[config.mk]
export PLATFORM = sky130hd
export DESIGN_NAME = sal_axi_req_bridge
export DESIGN_NICKNAME = d
export VERILOG_FILES = /design/src/rtl/sal_req_pkg.sv /design/src/rtl/sal_req_fifo.sv /design/src/rtl/sal_axi_req_bridge.sv
export SDC_FILE = /design/constraint.sdc
export NUM_CORES = 1
export LEC_CHECK = 0
export ABC_AREA = 1
export BUFFER_PORTS_ARGS = -buffer_cell sky130_fd_sc_hd__clkbuf_2
export CORE_MARGIN = 5
export CORE_UTILIZATION = 60
export CTS_CLUSTER_DIAMETER = 50
export DETAILED_ROUTE_END_ITERATION = 12
export PLACE_DENSITY = 0.87
export SYNTH_ARGS = -nofsm -noshare
export SYNTH_HDL_FRONTEND = slang
export SYNTH_SLANG_ARGS = --single-unit
[constraint.sdc]
create_clock -name clk -period 5.3 [get_ports clk]
set_clock_uncertainty 0.05 [all_clocks]
set_input_delay 1.06 -clock clk [delete_from_list [all_inputs] [get_ports clk]]
set_output_delay 1.06 -clock clk [all_outputs]
set_load 0.05 [all_outputs]
[src/rtl/sal_req_pkg.sv]
// Shared types and DRAM address decode for the SAL request bridge.
// The bridge's width parameters default to these constants and must stay equal to them.
package sal_req_pkg;

  localparam int SAL_ID_W   = 4;
  localparam int SAL_ADDR_W = 32;
  localparam int SAL_LEN_W  = 4;
  localparam int SAL_CA_W   = 10;
  localparam int SAL_RA_W   = 14;

  typedef struct packed {
    logic [SAL_ID_W-1:0]   id;
    logic [SAL_ADDR_W-1:0] addr;
    logic [SAL_LEN_W-1:0]  len;
  } req_entry_t;

  typedef enum logic {
    GRANT_RD = 1'b0,
    GRANT_WR = 1'b1
  } grant_t;

  // 32-byte granularity: a[4:0] dropped, column keeps two zero LSBs
  function automatic logic [SAL_CA_W-1:0] get_dram_ca(input logic [SAL_ADDR_W-1:0] a);
    return {a[SAL_CA_W+2:5], 2'b00};
  endfunction

  function automatic logic [SAL_RA_W-1:0] get_dram_ra(input logic [SAL_ADDR_W-1:0] a);
    return a[SAL_CA_W+SAL_RA_W+2:SAL_CA_W+3];
  endfunction

endpackage

[src/rtl/sal_req_fifo.sv]
// DEPTH-entry synchronous FIFO of request entries with registered occupancy count.
module sal_req_fifo
  import sal_req_pkg::*;
#(
  parameter int DEPTH = 4
) (
  input  logic       clk,
  input  logic       rst_n,
  input  logic       push,
  input  req_entry_t din,
  input  logic       pop,
  output req_entry_t dout,
  output logic       full,
  output logic       empty
);

  localparam int PTR_W = $clog2(DEPTH);

  req_entry_t       mem [DEPTH];
  logic [PTR_W-1:0] wr_ptr;
  logic [PTR_W-1:0] rd_ptr;
  logic [PTR_W:0]   count;
  logic             do_push;
  logic             do_pop;

  assign full    = (count == (PTR_W+1)'(DEPTH));
  assign empty   = (count == '0);
  assign do_push = push && !full;
  assign do_pop  = pop && !empty;
  assign dout    = mem[rd_ptr];

  always_ff @(posedge clk or negedge rst_n) begin
    if (!rst_n) begin
      wr_ptr <= '0;
      rd_ptr <= '0;
      count  <= '0;
    end else begin
      if (do_push) wr_ptr <= wr_ptr + 1'b1;
      if (do_pop)  rd_ptr <= rd_ptr + 1'b1;
      case ({do_push, do_pop})
        2'b10:   count <= count + 1'b1;
        2'b01:   count <= count - 1'b1;
        default: count <= count;
      endcase
    end
  end

  // Storage carries no reset; pointers and count define validity
  always_ff @(posedge clk) begin
    if (do_push) mem[wr_ptr] <= din;
  end

endmodule

[src/rtl/sal_axi_req_bridge.sv]
// AW/AR request front end: per-channel FIFOs, round-robin arbiter, DRAM
// address decode and a single output register slice toward the controller.
module sal_axi_req_bridge
  import sal_req_pkg::*;
#(
  parameter int ID_W   = SAL_ID_W,
  parameter int ADDR_W = SAL_ADDR_W,
  parameter int LEN_W  = SAL_LEN_W,
  parameter int CA_W   = SAL_CA_W,
  parameter int RA_W   = SAL_RA_W,
  parameter int DEPTH  = 4
) (
  input  logic              clk,
  input  logic              rst_n,
  input  logic              aw_valid,
  output logic              aw_ready,
  input  logic [ID_W-1:0]   aw_id,
  input  logic [ADDR_W-1:0] aw_addr,
  input  logic [LEN_W-1:0]  aw_len,
  input  logic              ar_valid,
  output logic              ar_ready,
  input  logic [ID_W-1:0]   ar_id,
  input  logic [ADDR_W-1:0] ar_addr,
  input  logic [LEN_W-1:0]  ar_len,
  output logic              req_valid,
  input  logic              req_ready,
  output logic [ID_W-1:0]   req_id,
  output logic [RA_W-1:0]   req_ra,
  output logic [CA_W-1:0]   req_ca,
  output logic              req_wr,
  output logic [LEN_W-1:0]  req_len
);

  req_entry_t aw_din, ar_din, aw_dout, ar_dout, sel_entry;
  logic       aw_full, aw_empty, ar_full, ar_empty;
  logic       aw_pop, ar_pop, load;
  logic       grant_vld;
  grant_t     grant_sel, last_grant;

  logic              req_valid_p1;
  logic [ID_W-1:0]   req_id_p1;
  logic [RA_W-1:0]   req_ra_p1;
  logic [CA_W-1:0]   req_ca_p1;
  logic              req_wr_p1;
  logic [LEN_W-1:0]  req_len_p1;

  assign aw_ready = !aw_full;
  assign ar_ready = !ar_full;
  assign aw_din   = '{id: aw_id, addr: aw_addr, len: aw_len};
  assign ar_din   = '{id: ar_id, addr: ar_addr, len: ar_len};

  sal_req_fifo #(.DEPTH(DEPTH)) u_aw_fifo (
    .clk(clk), .rst_n(rst_n), .push(aw_valid && aw_ready), .din(aw_din),
    .pop(aw_pop), .dout(aw_dout), .full(aw_full), .empty(aw_empty)
  );

  sal_req_fifo #(.DEPTH(DEPTH)) u_ar_fifo (
    .clk(clk), .rst_n(rst_n), .push(ar_valid && ar_ready), .din(ar_din),
    .pop(ar_pop), .dout(ar_dout), .full(ar_full), .empty(ar_empty)
  );

  // Stage p0 -> p1: the slice may load when empty or being drained this cycle
  assign load = !req_valid_p1 || req_ready;

  always_ff @(posedge clk or negedge rst_n) begin
    if (!rst_n) last_grant <= GRANT_RD;
    else if (grant_vld) last_grant <= grant_sel;
  end

  always_comb begin
    grant_vld = 1'b0;
    grant_sel = GRANT_RD;
    if (load) begin
      if (!aw_empty && !ar_empty) begin
        grant_vld = 1'b1;
        grant_sel = (last_grant == GRANT_RD) ? GRANT_WR : GRANT_RD;
      end else if (!aw_empty) begin
        grant_vld = 1'b1;
        grant_sel = GRANT_WR;
      end else if (!ar_empty) begin
        grant_vld = 1'b1;
        grant_sel = GRANT_RD;
      end
    end
  end

  always_comb begin
    aw_pop    = grant_vld && (grant_sel == GRANT_WR);
    ar_pop    = grant_vld && (grant_sel == GRANT_RD);
    sel_entry = (grant_sel == GRANT_WR) ? aw_dout : ar_dout;
  end

  always_ff @(posedge clk or negedge rst_n) begin
    if (!rst_n) begin
      req_valid_p1 <= 1'b0;
      req_id_p1    <= '0;
      req_ra_p1    <= '0;
      req_ca_p1    <= '0;
      req_wr_p1    <= 1'b0;
      req_len_p1   <= '0;
    end else if (load) begin
      req_valid_p1 <= grant_vld;
      if (grant_vld) begin
        req_id_p1  <= sel_entry.id;
        req_ra_p1  <= get_dram_ra(sel_entry.addr);
        req_ca_p1  <= get_dram_ca(sel_entry.addr);
        req_wr_p1  <= (grant_sel == GRANT_WR);
        req_len_p1 <= sel_entry.len;
      end
    end
  end

  assign req_valid = req_valid_p1;
  assign req_id    = req_id_p1;
  assign req_ra    = req_ra_p1;
  assign req_ca    = req_ca_p1;
  assign req_wr    = req_wr_p1;
  assign req_len   = req_len_p1;

endmodule

==> metrics.csv <==
metric,value,unit
status,"finished, final reports clean",
syn_avg_cell_area,11.5,um2
start_kind,flop,
arrival,3.84,ns
seqPwrFrac,41.9,%
start_util,60.3,%
pin_count,121,
pre_cts_slack,1.42,ns
power.density,605,nW/um2
synth-async-reset-ratio,16.4,%
drive_gt1_share,14.8,%
first_iter_violations,838,
critPathKind,reg2reg,
drc,0,
seq_area,8380,um2
nFillCells,1286,
cts_tree,yes,
fp-row-count,51,
clk_latency,0.53,ns
p_sw,3110,uW
finish.utilization,68.1,%
synth_seq_cells,287,
p_leak,0.00538,uW
grt_pass1_vias,7272,
clkTransAtPathRegs,0.06,ns
hold_buffers,0,
cts_buffers,27,
placed_cell_area,12300,um2
dieWidth,149,um
netlist_top_cells_count,"nand2_1, edfxtp_1, nand3_1",
layoutNonFillerInstCount,1379,
multi_input_area,2860,um2
wl_per_cell,17.2,um
synth_most_common_cell,nand2_1,
ant_nets,0,
clock-root-buffer,clkbuf_16,
fin_nets,1190,
finalHoldViolations,0,
diodes,0,
synthesis.area,11600,um2
synth_warnings,0,
cts_buffer_depth,3,
rsz0062_at_grt,no,
comb_power_share,34.9,%
pwr-share-clk,23.2,%
vias_per_cell,5.45,
met2_usage,36.1,%
core,19300,um2
wl,23.7,mm
yosys.area.top_type,edfxtp_1,
setup_viol,0,
grt_busiest_layer,met2,
met3_usage,4.04,%
htreeDepth,1,
synthToLayoutAreaGrowth,12.9,%
grt_overflow,0,
grt_pass1_wl,37.5,mm
finalCritPeriodShare,65.7,%
maxSlewViolCount,0,
peakVddDrop,295,uV
post-cts-setup-buffers,0,
synth_top_area_share,62.0,%
worstPathRequired,5.66,ns
synthFlopType,edfxtp_1,
die_h,149,um
post_cts_resized,0,
cap_violations,0,
relSlewSlack,24.6,%
ys_top_cells_by_area,"edfxtp_1, nand2_1, dfrtp_1",
die_area,22300,um2
p_sw_share,39.1,%
timing.fmax,287,MHz
grt_max_degree,64,
synth-edff-count,240,
dpl.cell_count,1329,
drtPass1Iterations,7,
antenna_found_initial,2,
tightest_slew,1.13,ns
p_int,4840,uW
fin_crit,3.48,ns
holdCritPathClass,reg2reg,
port_buffers,98,
finish.instance_area,13100,um2
yosysSeqAreaShare,72.1,%
place_congestion,0.806,
ys_types,25,
fin_ws,1.82,ns
crit_path_end_kind,flop,
place_hpwl,14.6,mm
grtUsageTotal,21.3,%
path_max_fanout,34,
cts_sinks,287,
netlist_instances,1008,
grt.met1_usage,28.8,%
tns,0,ns
route.vias.total,7521,
==> worst paths after layout <==
kind | endpoint | startpoint | depth (start not counted) | slack (ns)
hold reg to reg | req_id[2] | req_id[2] | 2 | 0.44
setup / recovery | u_ar_fifo.count[2] | u_ar_fifo.count[1] | 12 | 1.82
hold / removal | req_id[2] | req_id[2] | 2 | 0.44
min in group asynchronous | u_aw_fifo.rd_ptr[0] | rst_n | 2 | 0.57
max in group asynchronous | u_ar_fifo.rd_ptr[0] | rst_n | 2 | 4.17
setup reg to reg | u_ar_fifo.count[2] | u_ar_fifo.count[1] | 12 | 1.82
==> placed cells by master, fill, tap and decap left out, drive strengths merged <==
cell type	Yosys	routed
fa	2	2
bufinv	0	2
dfrtp	47	47
buf	47	13
conb	1	2
clkinvlp	0	2
xnor2	3	3
o21ai	6	6
a21oi	6	6
xor2	5	5
clkinv	0	9
nand2	406	406
ha	10	10
nand3	184	184
nor2	15	15
clkbuf	9	134
inv	27	28
edfxtp	240	240
==> through the flow <==
| stage | hold slack, ns | total power (uW) |
|---|---|---|
| 6_report | 0.436 | 7940 |
| 3_5_place_dp | 0.417 | 6110 |
| 5_1_grt | 0.466 | 8400 |
| 2_1_floorplan | 0.392 | 5360 |
| 3_3_place_gp | 0.408 | 5980 |
| 4_1_cts | 0.432 | 7960 |
==> cell type report <==
cell class | instances | share of cell area [%]
clock buffers | 36 | 5.63
clock inverters | 14 | 0.906
inverters | 27 | 0.791
multi-input cells | 639 | 21.8
flip-flops and latches | 287 | 63.9
well taps | 265 | 2.53
repair buffers | 111 | 4.48
==> registers in the layout, indices dropped and copies added, names as in the netlist <==
signal and cells:
u_ar_fifo.count 3, req_ca 8, u_ar_fifo.mem 120, u_aw_fifo.mem 120, req_len 4, u_aw_fifo.count 3, last_grant 1, u_aw_fifo.rd_ptr 2
req_ra 14, req_valid 1, req_id 4, req_wr 1, u_ar_fifo.rd_ptr 2, u_ar_fifo.wr_ptr 2, u_aw_fifo.wr_ptr 2
==> kinds of logic (layout without fill, tap and decap cells) <==
logic type / count (synthesis) / after routing / share of synthesized area [%]
flops: 287 / 287 / 72.1
other cells: 1 / 2 / 0.0323
simple gates: 605 / 605 / 21.7
fa+ha+maj: 12 / 12 / 1.42
buf+inv: 83 / 188 / 3.48
compound gates: 12 / 12 / 0.614
xor+xnor: 8 / 8 / 0.603
==> power groups by stage <==
stage	sequential [uW]	combinational [uW]	clock, uW
final	3330	2770	1850
after global placement	3340	2640	0
after CTS	3320	2780	1860
after floorplan	3660	1690	0
after global routing	3370	3080	1950
after detailed placement	3360	2750	0
==> routing by layer <==
layer / vias up / wire [um]
met5: - / 23
met2: 276 / 11900
li1: 3590 / -
met1: 3608 / 9430
met4: 4 / 564
met3: 43 / 1760
==> worst max-delay path: stages (launching register included) <==
cell and delay (ns):
dfrtp_1 0.39, inv_1 0.10, nand3_1 0.14, nand2_1 0.73
nand2_2 0.20, buf_4 0.30, nand2_1 0.17, inv_1 0.07
ha_1 0.24, fa_1 0.47, a21oi_1 0.17, o21ai_0 0.16
xor2_1 0.17
Note: power is estimated with default switching activity, not from simulation.
